===== src/rtl/fifo_pkg.sv =====
// Shared FIFO definitions: read-mode enum and pointer/count width helpers.
package fifo_pkg;

  typedef enum logic {
    FIFO_REG  = 1'b0,
    FIFO_FWFT = 1'b1
  } fifo_mode_e;

  // Storage address width for a power-of-two depth.
  function automatic int unsigned addr_w(input int unsigned depth);
    return $clog2(depth);
  endfunction

  // Pointer and count width: address bits plus one wrap bit.
  function automatic int unsigned ptr_w(input int unsigned depth);
    return $clog2(depth) + 1;
  endfunction

endpackage


===== src/rtl/fifo_ctrl.sv =====
// FIFO control: read/write pointers, occupancy count, status flags and
// sticky overflow/underflow error flags.
module fifo_ctrl
  import fifo_pkg::*;
#(
  parameter int unsigned DEPTH    = 8,
  parameter int unsigned AF_LEVEL = DEPTH - 2,
  parameter int unsigned AE_LEVEL = 1
) (
  input  logic                       clk,
  input  logic                       reset,
  input  logic                       write_req,
  input  logic                       read_req,
  input  logic                       clr_err,
  output logic                       wr_acc_c,
  output logic                       rd_acc_c,
  output logic [addr_w(DEPTH)-1:0]   waddr,
  output logic [addr_w(DEPTH)-1:0]   raddr,
  output logic [ptr_w(DEPTH)-1:0]    count,
  output logic                       empty,
  output logic                       full,
  output logic                       almost_empty,
  output logic                       almost_full,
  output logic                       overflow,
  output logic                       underflow
);

  localparam int unsigned AW = addr_w(DEPTH);
  localparam int unsigned PW = ptr_w(DEPTH);

  logic [PW-1:0] wptr_q, wptr_d;
  logic [PW-1:0] rptr_q, rptr_d;
  logic [PW-1:0] count_q, count_d;
  logic          empty_q, empty_d;
  logic          full_q, full_d;
  logic          ae_q, ae_d;
  logic          af_q, af_d;
  logic          ovf_q, ovf_d;
  logic          unf_q, unf_d;

  // Acceptance uses pre-edge flags; flags are recomputed from the next count.
  always_comb begin
    wr_acc_c = write_req & ~full_q;
    rd_acc_c = read_req & ~empty_q;
    wptr_d   = wptr_q;
    rptr_d   = rptr_q;
    if (wr_acc_c) wptr_d = wptr_q + PW'(1);
    if (rd_acc_c) rptr_d = rptr_q + PW'(1);
    count_d  = count_q + PW'(wr_acc_c) - PW'(rd_acc_c);
    empty_d  = (count_d == '0);
    full_d   = (count_d == PW'(DEPTH));
    ae_d     = (count_d <= PW'(AE_LEVEL));
    af_d     = (count_d >= PW'(AF_LEVEL));
    // A new error event outranks a coincident clear.
    ovf_d    = (write_req & full_q) | (ovf_q & ~clr_err);
    unf_d    = (read_req & empty_q) | (unf_q & ~clr_err);
  end

  always_ff @(posedge clk) begin
    if (reset) begin
      wptr_q  <= '0;
      rptr_q  <= '0;
      count_q <= '0;
      empty_q <= 1'b1;
      full_q  <= 1'b0;
      ae_q    <= 1'b1;
      af_q    <= 1'b0;
      ovf_q   <= 1'b0;
      unf_q   <= 1'b0;
    end else begin
      wptr_q  <= wptr_d;
      rptr_q  <= rptr_d;
      count_q <= count_d;
      empty_q <= empty_d;
      full_q  <= full_d;
      ae_q    <= ae_d;
      af_q    <= af_d;
      ovf_q   <= ovf_d;
      unf_q   <= unf_d;
    end
  end

  assign waddr        = wptr_q[AW-1:0];
  assign raddr        = rptr_q[AW-1:0];
  assign count        = count_q;
  assign empty        = empty_q;
  assign full         = full_q;
  assign almost_empty = ae_q;
  assign almost_full  = af_q;
  assign overflow     = ovf_q;
  assign underflow    = unf_q;

endmodule


===== src/rtl/param_fifo.sv =====
// Parameterised synchronous FIFO with registered-read or first-word-fall-through
// output, full-depth capacity and sticky error flags.
module param_fifo
  import fifo_pkg::*;
#(
  parameter int unsigned DEPTH    = 8,
  parameter int unsigned DWIDTH   = 8,
  parameter int unsigned AF_LEVEL = DEPTH - 2,
  parameter int unsigned AE_LEVEL = 1,
  parameter int unsigned FWFT     = 0
) (
  input  logic                      clk,
  input  logic                      reset,
  input  logic                      writeEn,
  input  logic                      readEn,
  input  logic [DWIDTH-1:0]         dataIn,
  input  logic                      clrErr,
  output logic [DWIDTH-1:0]         dataOut,
  output logic [ptr_w(DEPTH)-1:0]   count,
  output logic                      EMPTY,
  output logic                      FULL,
  output logic                      ALMOST_EMPTY,
  output logic                      ALMOST_FULL,
  output logic                      OVERFLOW,
  output logic                      UNDERFLOW
);

  localparam int unsigned AW   = addr_w(DEPTH);
  localparam fifo_mode_e  MODE = (FWFT != 0) ? FIFO_FWFT : FIFO_REG;

  if (DEPTH < 2 || (DEPTH & (DEPTH - 1)) != 0) begin : g_depth_chk
    $error("param_fifo: DEPTH must be a power of two and at least 2");
  end

  logic          wr_acc;
  logic          rd_acc;
  logic [AW-1:0] waddr;
  logic [AW-1:0] raddr;
  logic [DWIDTH-1:0] mem_q [DEPTH];

  fifo_ctrl #(
    .DEPTH    (DEPTH),
    .AF_LEVEL (AF_LEVEL),
    .AE_LEVEL (AE_LEVEL)
  ) u_ctrl (
    .clk          (clk),
    .reset        (reset),
    .write_req    (writeEn),
    .read_req     (readEn),
    .clr_err      (clrErr),
    .wr_acc_c     (wr_acc),
    .rd_acc_c     (rd_acc),
    .waddr        (waddr),
    .raddr        (raddr),
    .count        (count),
    .empty        (EMPTY),
    .full         (FULL),
    .almost_empty (ALMOST_EMPTY),
    .almost_full  (ALMOST_FULL),
    .overflow     (OVERFLOW),
    .underflow    (UNDERFLOW)
  );

  // Storage is never reset; writes are blocked while reset is held.
  always_ff @(posedge clk) begin
    if (wr_acc && !reset) mem_q[waddr] <= dataIn;
  end

  if (MODE == FIFO_REG) begin : g_reg
    logic [DWIDTH-1:0] dout_q, dout_d;

    always_comb begin
      dout_d = dout_q;
      if (rd_acc) dout_d = mem_q[raddr];
    end

    always_ff @(posedge clk) begin
      if (reset) dout_q <= '0;
      else       dout_q <= dout_d;
    end

    assign dataOut = dout_q;
  end else begin : g_fwft
    // Head entry is visible as soon as it is written and the count updates.
    assign dataOut = mem_q[raddr];
  end

endmodule

===== config.mk =====
export PLATFORM = sky130hd
export DESIGN_NAME = param_fifo
export DESIGN_NICKNAME = d
export VERILOG_FILES = /design/src/rtl/fifo_pkg.sv /design/src/rtl/fifo_ctrl.sv /design/src/rtl/param_fifo.sv
export SDC_FILE = /design/constraint.sdc
export NUM_CORES = 1
export LEC_CHECK = 0
export BUFFER_PORTS_ARGS = -buffer_cell sky130_fd_sc_hd__buf_2
export CORE_UTILIZATION = 40
export CTS_BUF_LIST = sky130_fd_sc_hd__clkbuf_8
export DETAILED_ROUTE_END_ITERATION = 10
export GPL_TIMING_DRIVEN = 1
export PLACE_DENSITY_LB_ADDON = 0.08
export SYNTH_ARGS = -nofsm -noshare
export SYNTH_HDL_FRONTEND = slang
export SYNTH_HIERARCHICAL = 1
export SYNTH_SLANG_ARGS = --single-unit

===== constraint.sdc =====
create_clock -name clk -period 2.1 [get_ports clk]
set_input_delay 0 -clock clk [delete_from_list [all_inputs] [get_ports clk]]
set_output_delay 0 -clock clk [all_outputs]
set_load 0.02 [all_outputs]

==> results summary <==
The run finished with clean final reports. The number of standard-cell rows in the floorplan came out at 33. The total number of vias came out at 2033.

The clock sink count came out at 88. The final-report hold violation count was 0. The worst setup slack after layout is 0.0398 ns. Entering global routing, the biggest net connects 25 pins. The worst hold path belongs to the class in2reg.

The count of placed standard cells in the final layout, fillers left out is 405. By area the synthesized netlist is led by edfxtp_1 55%, dfxtp_1 14%, mux2i_1 5.1%, mux2_2 5.1%, nor2_1 2.8%. The sequential fraction of the synthesis area came out at 68.1%. The largest individual stage delay along the critical path comes from the cell fa_2.

The post-synthesis cell count is 232. The total global routing track utilization came out at 16.9%. The clock tree root buffer cell is clkbuf_8.

The total leakage power came out at 0.00154 uW. Headroom to the max-slew limit came out at 66.1%. The fraction of synthesized cell area taken by the top area cell type came out at 54.5%. The initial antenna violation count is 0.

Counting stages on the worst path, the most repeated cell is inv_2. The final wirelength came out at 7000 um. The global placer's final weighted congestion came out at 0.703. The count of nets after finishing is 315. The required time of the critical path came out at 2.34 ns.

In this run, distinct cell masters in the synthesized netlist total 35. The post-detailed-route wirelength per cell came out at 17.3 um. The smallest clock period supported by the final layout is computed as 2.06 ns. The count of pins on the block boundary came out at 31. The commonest cells after synthesis are 64 x edfxtp_1, 26 x nor2_1, 24 x dfxtp_1. The die covers 9190 sq um. Global routing consumed, on the met3 layer, 4.50% of the routing resources. The via count of the first global-routing pass came out at 1935.

The clock-pin slew of the registers on the worst-case setup and hold paths is 0.08 ns. The highest clock frequency the design can meet came out at 485 MHz. The worst stage delay on the critical path came out at 0.59 ns.

The peak supply drop is 0.000775 V. The clock skew came out at 0.00717 ns. The mean cell area of the mapped netlist came out at 15.2 sq um. In the synthesized netlist the dominant register cell turns out to be edfxtp_1. The post-route antenna net violation count is 0.

For this run the aggregate overflow at the end of global routing stands at 0. STA classifies the critical path endpoint as a flop. The wire length of the first global-routing pass is 10500 um. From bottom edge to top edge, the die measures 95.9 um. The final core utilization came out at 50.8%.

The post-detailed-placement half-perimeter wirelength came out at 4400 um. The clock tree from TritonCTS is done. For this run, design rule violations remaining after detail routing come to 0. In the global route stage, met2 resource usage came out at 24.9%. In this run the most used layer during global routing was met2.

Setup violations remaining at the end of the flow were counted as 0. The maximum clock path buffer count is 2. Buffers placed on the I/O ports in this run total 30.

The number of pins with negative max-slew slack in the final report is 0. The cell depth of the worst flop-to-flop path is 9. The first-pass detailed-route iteration total came out at 4.

Walking the worst path, the cells encountered are and2b_2 > inv_2 > ha_4 > inv_2 > ha_4 > inv_2 > fa_2 > nor2_1 > o31a_1. The total number of H-tree levels came out at 3. Max-cap violations in this run came to 0. The startpoint type of the worst setup path is a flop. Setup repair after global routing left no endpoint under its margin. The share of final-layout standard cells stronger than drive strength 1 is 32.3%. The post-synthesis instance area came out at 3530 sq um. The per-cell via count in the routed design is 5.02. The number of warnings issued by yosys came out at 6. The met1 track demand over resource is 23.8%. The pre-CTS setup slack is -0.0258 ns.

The post-synthesis register bit count came out at 88. After layout, the worst path uses 98.1% of the clock period. For this run, asynchronously set or reset flops after synthesis account for 0%. Counting the buffers created by CTS gives 9. The die is 95.9 um wide. The top fanout value on the critical path came out at 4.

The placed cell count is 374. At the later pin of the worst-skew pair, clock insertion delay measures 0.35 ns. Yosys instantiated no cell more often than edfxtp_1. The first-iteration detailed-routing DRC count is 115. The data arrival time at the worst-slack endpoint is 2.30 ns. The number of nets in the synthesized netlist came out at 252. The starting density of the core came out at 42.1%. The core region is 8380 sq um. Counting flops with a built-in enable in the synthesized netlist gives 64.

The synthesis-to-finish area growth is 20.7%. Power spread over the standard cell area amounts to 1150 nW/um^2. The actual slew at the worst max-slew pin is 0.509 ns. The repair_antennas step left the layout with diodes totalling 0. The worst hold path was traced through 3 stages. The critical path is of the reg2reg type.

Of all cell types, the one taking the most synthesized area is edfxtp_1.
sequential cells by signal, summed over array words and instances, names as in the netlist:
register	cells
u_ctrl/rptr_q	3
u_ctrl/wptr_q	3
u_ctrl/empty	1
u_ctrl/almost_empty	1
u_ctrl/count	4
u_ctrl/full	1
dataOut	8
mem_q	64
u_ctrl/overflow	1
u_ctrl/almost_full	1
u_ctrl/underflow	1
worst max-delay path: cells and delay by family, from the launching register on:
kind / cells / cell delay, ns
flip-flops: 1 / 0.33
buffers and inverters: 3 / 0.16
AND/OR/NAND/NOR: 2 / 0.28
adder cells (fa/ha/maj): 3 / 0.91
AO/OA/AOI/OAI: 1 / 0.27
power by group:
part,switching [uW],leakage (uW),internal (uW)
clock,575,0.000103,576
sequential,107,0.000776,2040
combinational,853,0.000661,753
total,1540,0.00154,3370
cells by family (layout without fill, tap and decap cells):
| kind of cell | count (synthesis) | count (layout) | synth area share (%) |
|---|---|---|---|
| flops | 88 | 88 | 68.1 |
| fa+ha+maj | 7 | 7 | 2.70 |
| simple gates | 45 | 45 | 6.21 |
| compound gates | 34 | 34 | 7.98 |
| xor+xnor | 6 | 6 | 1.49 |
| buf+inv | 18 | 86 | 3.26 |
| mux | 34 | 34 | 10.2 |
what timing repair did:
| action | 4_1_cts | 5_1_grt |
|---|---|---|
| setup buffers | 2 | 1 |
| pin swaps | 4 | 2 |
| endpoints found under the hold margin | 68 | 0 |
| gates resized for setup | 8 | 1 |
| setup endpoints to repair | 3 | 2 |
| hold buffers | 12 | 0 |
cell usage in the layout (no fill, tap or decap), types with 3 or more instances in the layout:
cell            n
inv_2           3
clkbuf_8       10
a21oi_1         3
a221o_1         7
ha_1            4
xnor2_1         3
dlygate4sd3_1  12
a211oi_2        3
nand2b_1        3
buf_4          20
buf_2          30
edfxtp_1       64
nor2_1         26
o22ai_1         7
mux2i_1        18
a211oi_1        6
a22oi_1         3
nand3b_1        3
mux2_2         16
inv_1           6
dfxtp_1        23
cell type report:
class / count / area [sq um]
clock buffer: 10 / 138
clock inverter: 6 / 60.1
fill: 740 / 4130
inverter: 8 / 30.0
multi-input combinational: 126 / 1070
sequential: 88 / 2400
tap: 105 / 131
timing repair buffer: 62 / 420
layer usage:
metal  up-vias  routed length, um
li1       1000                  -
met1       995               3440
met2        31               3240
met3         7                235
met4         0                 81
met5         -                  0
per-stage QoR:
step	setup TNS (ns)	cell area (sq um)	total power, uW	hold WS [ns]
floorplan	-0.00347	3540	3250	0.0573
global placement	0	3860	3560	0.270
detailed placement	-0.0634	3860	3560	0.276
CTS	0	4240	4930	0.125
global route	0	4260	5180	0.137
finish	0	4260	4910	0.133
worst paths after layout:
path | slack [ns] | startpoint | to
worst max register to register | 0.04 | u_ctrl/full$_SDFF_PP0_ | u_ctrl/almost_full$_SDFF_PP0_
worst min register to register | 0.48 | dataOut[5]$_SDFFE_PP0P_ | dataOut[5]$_SDFFE_PP0P_
worst max-delay path | 0.04 | u_ctrl/full$_SDFF_PP0_ | u_ctrl/almost_full$_SDFF_PP0_
worst min-delay path | 0.13 | reset | u_ctrl/count[1]$_SDFF_PP0_
No activity file was read; power rests on OpenSTA's default activity.
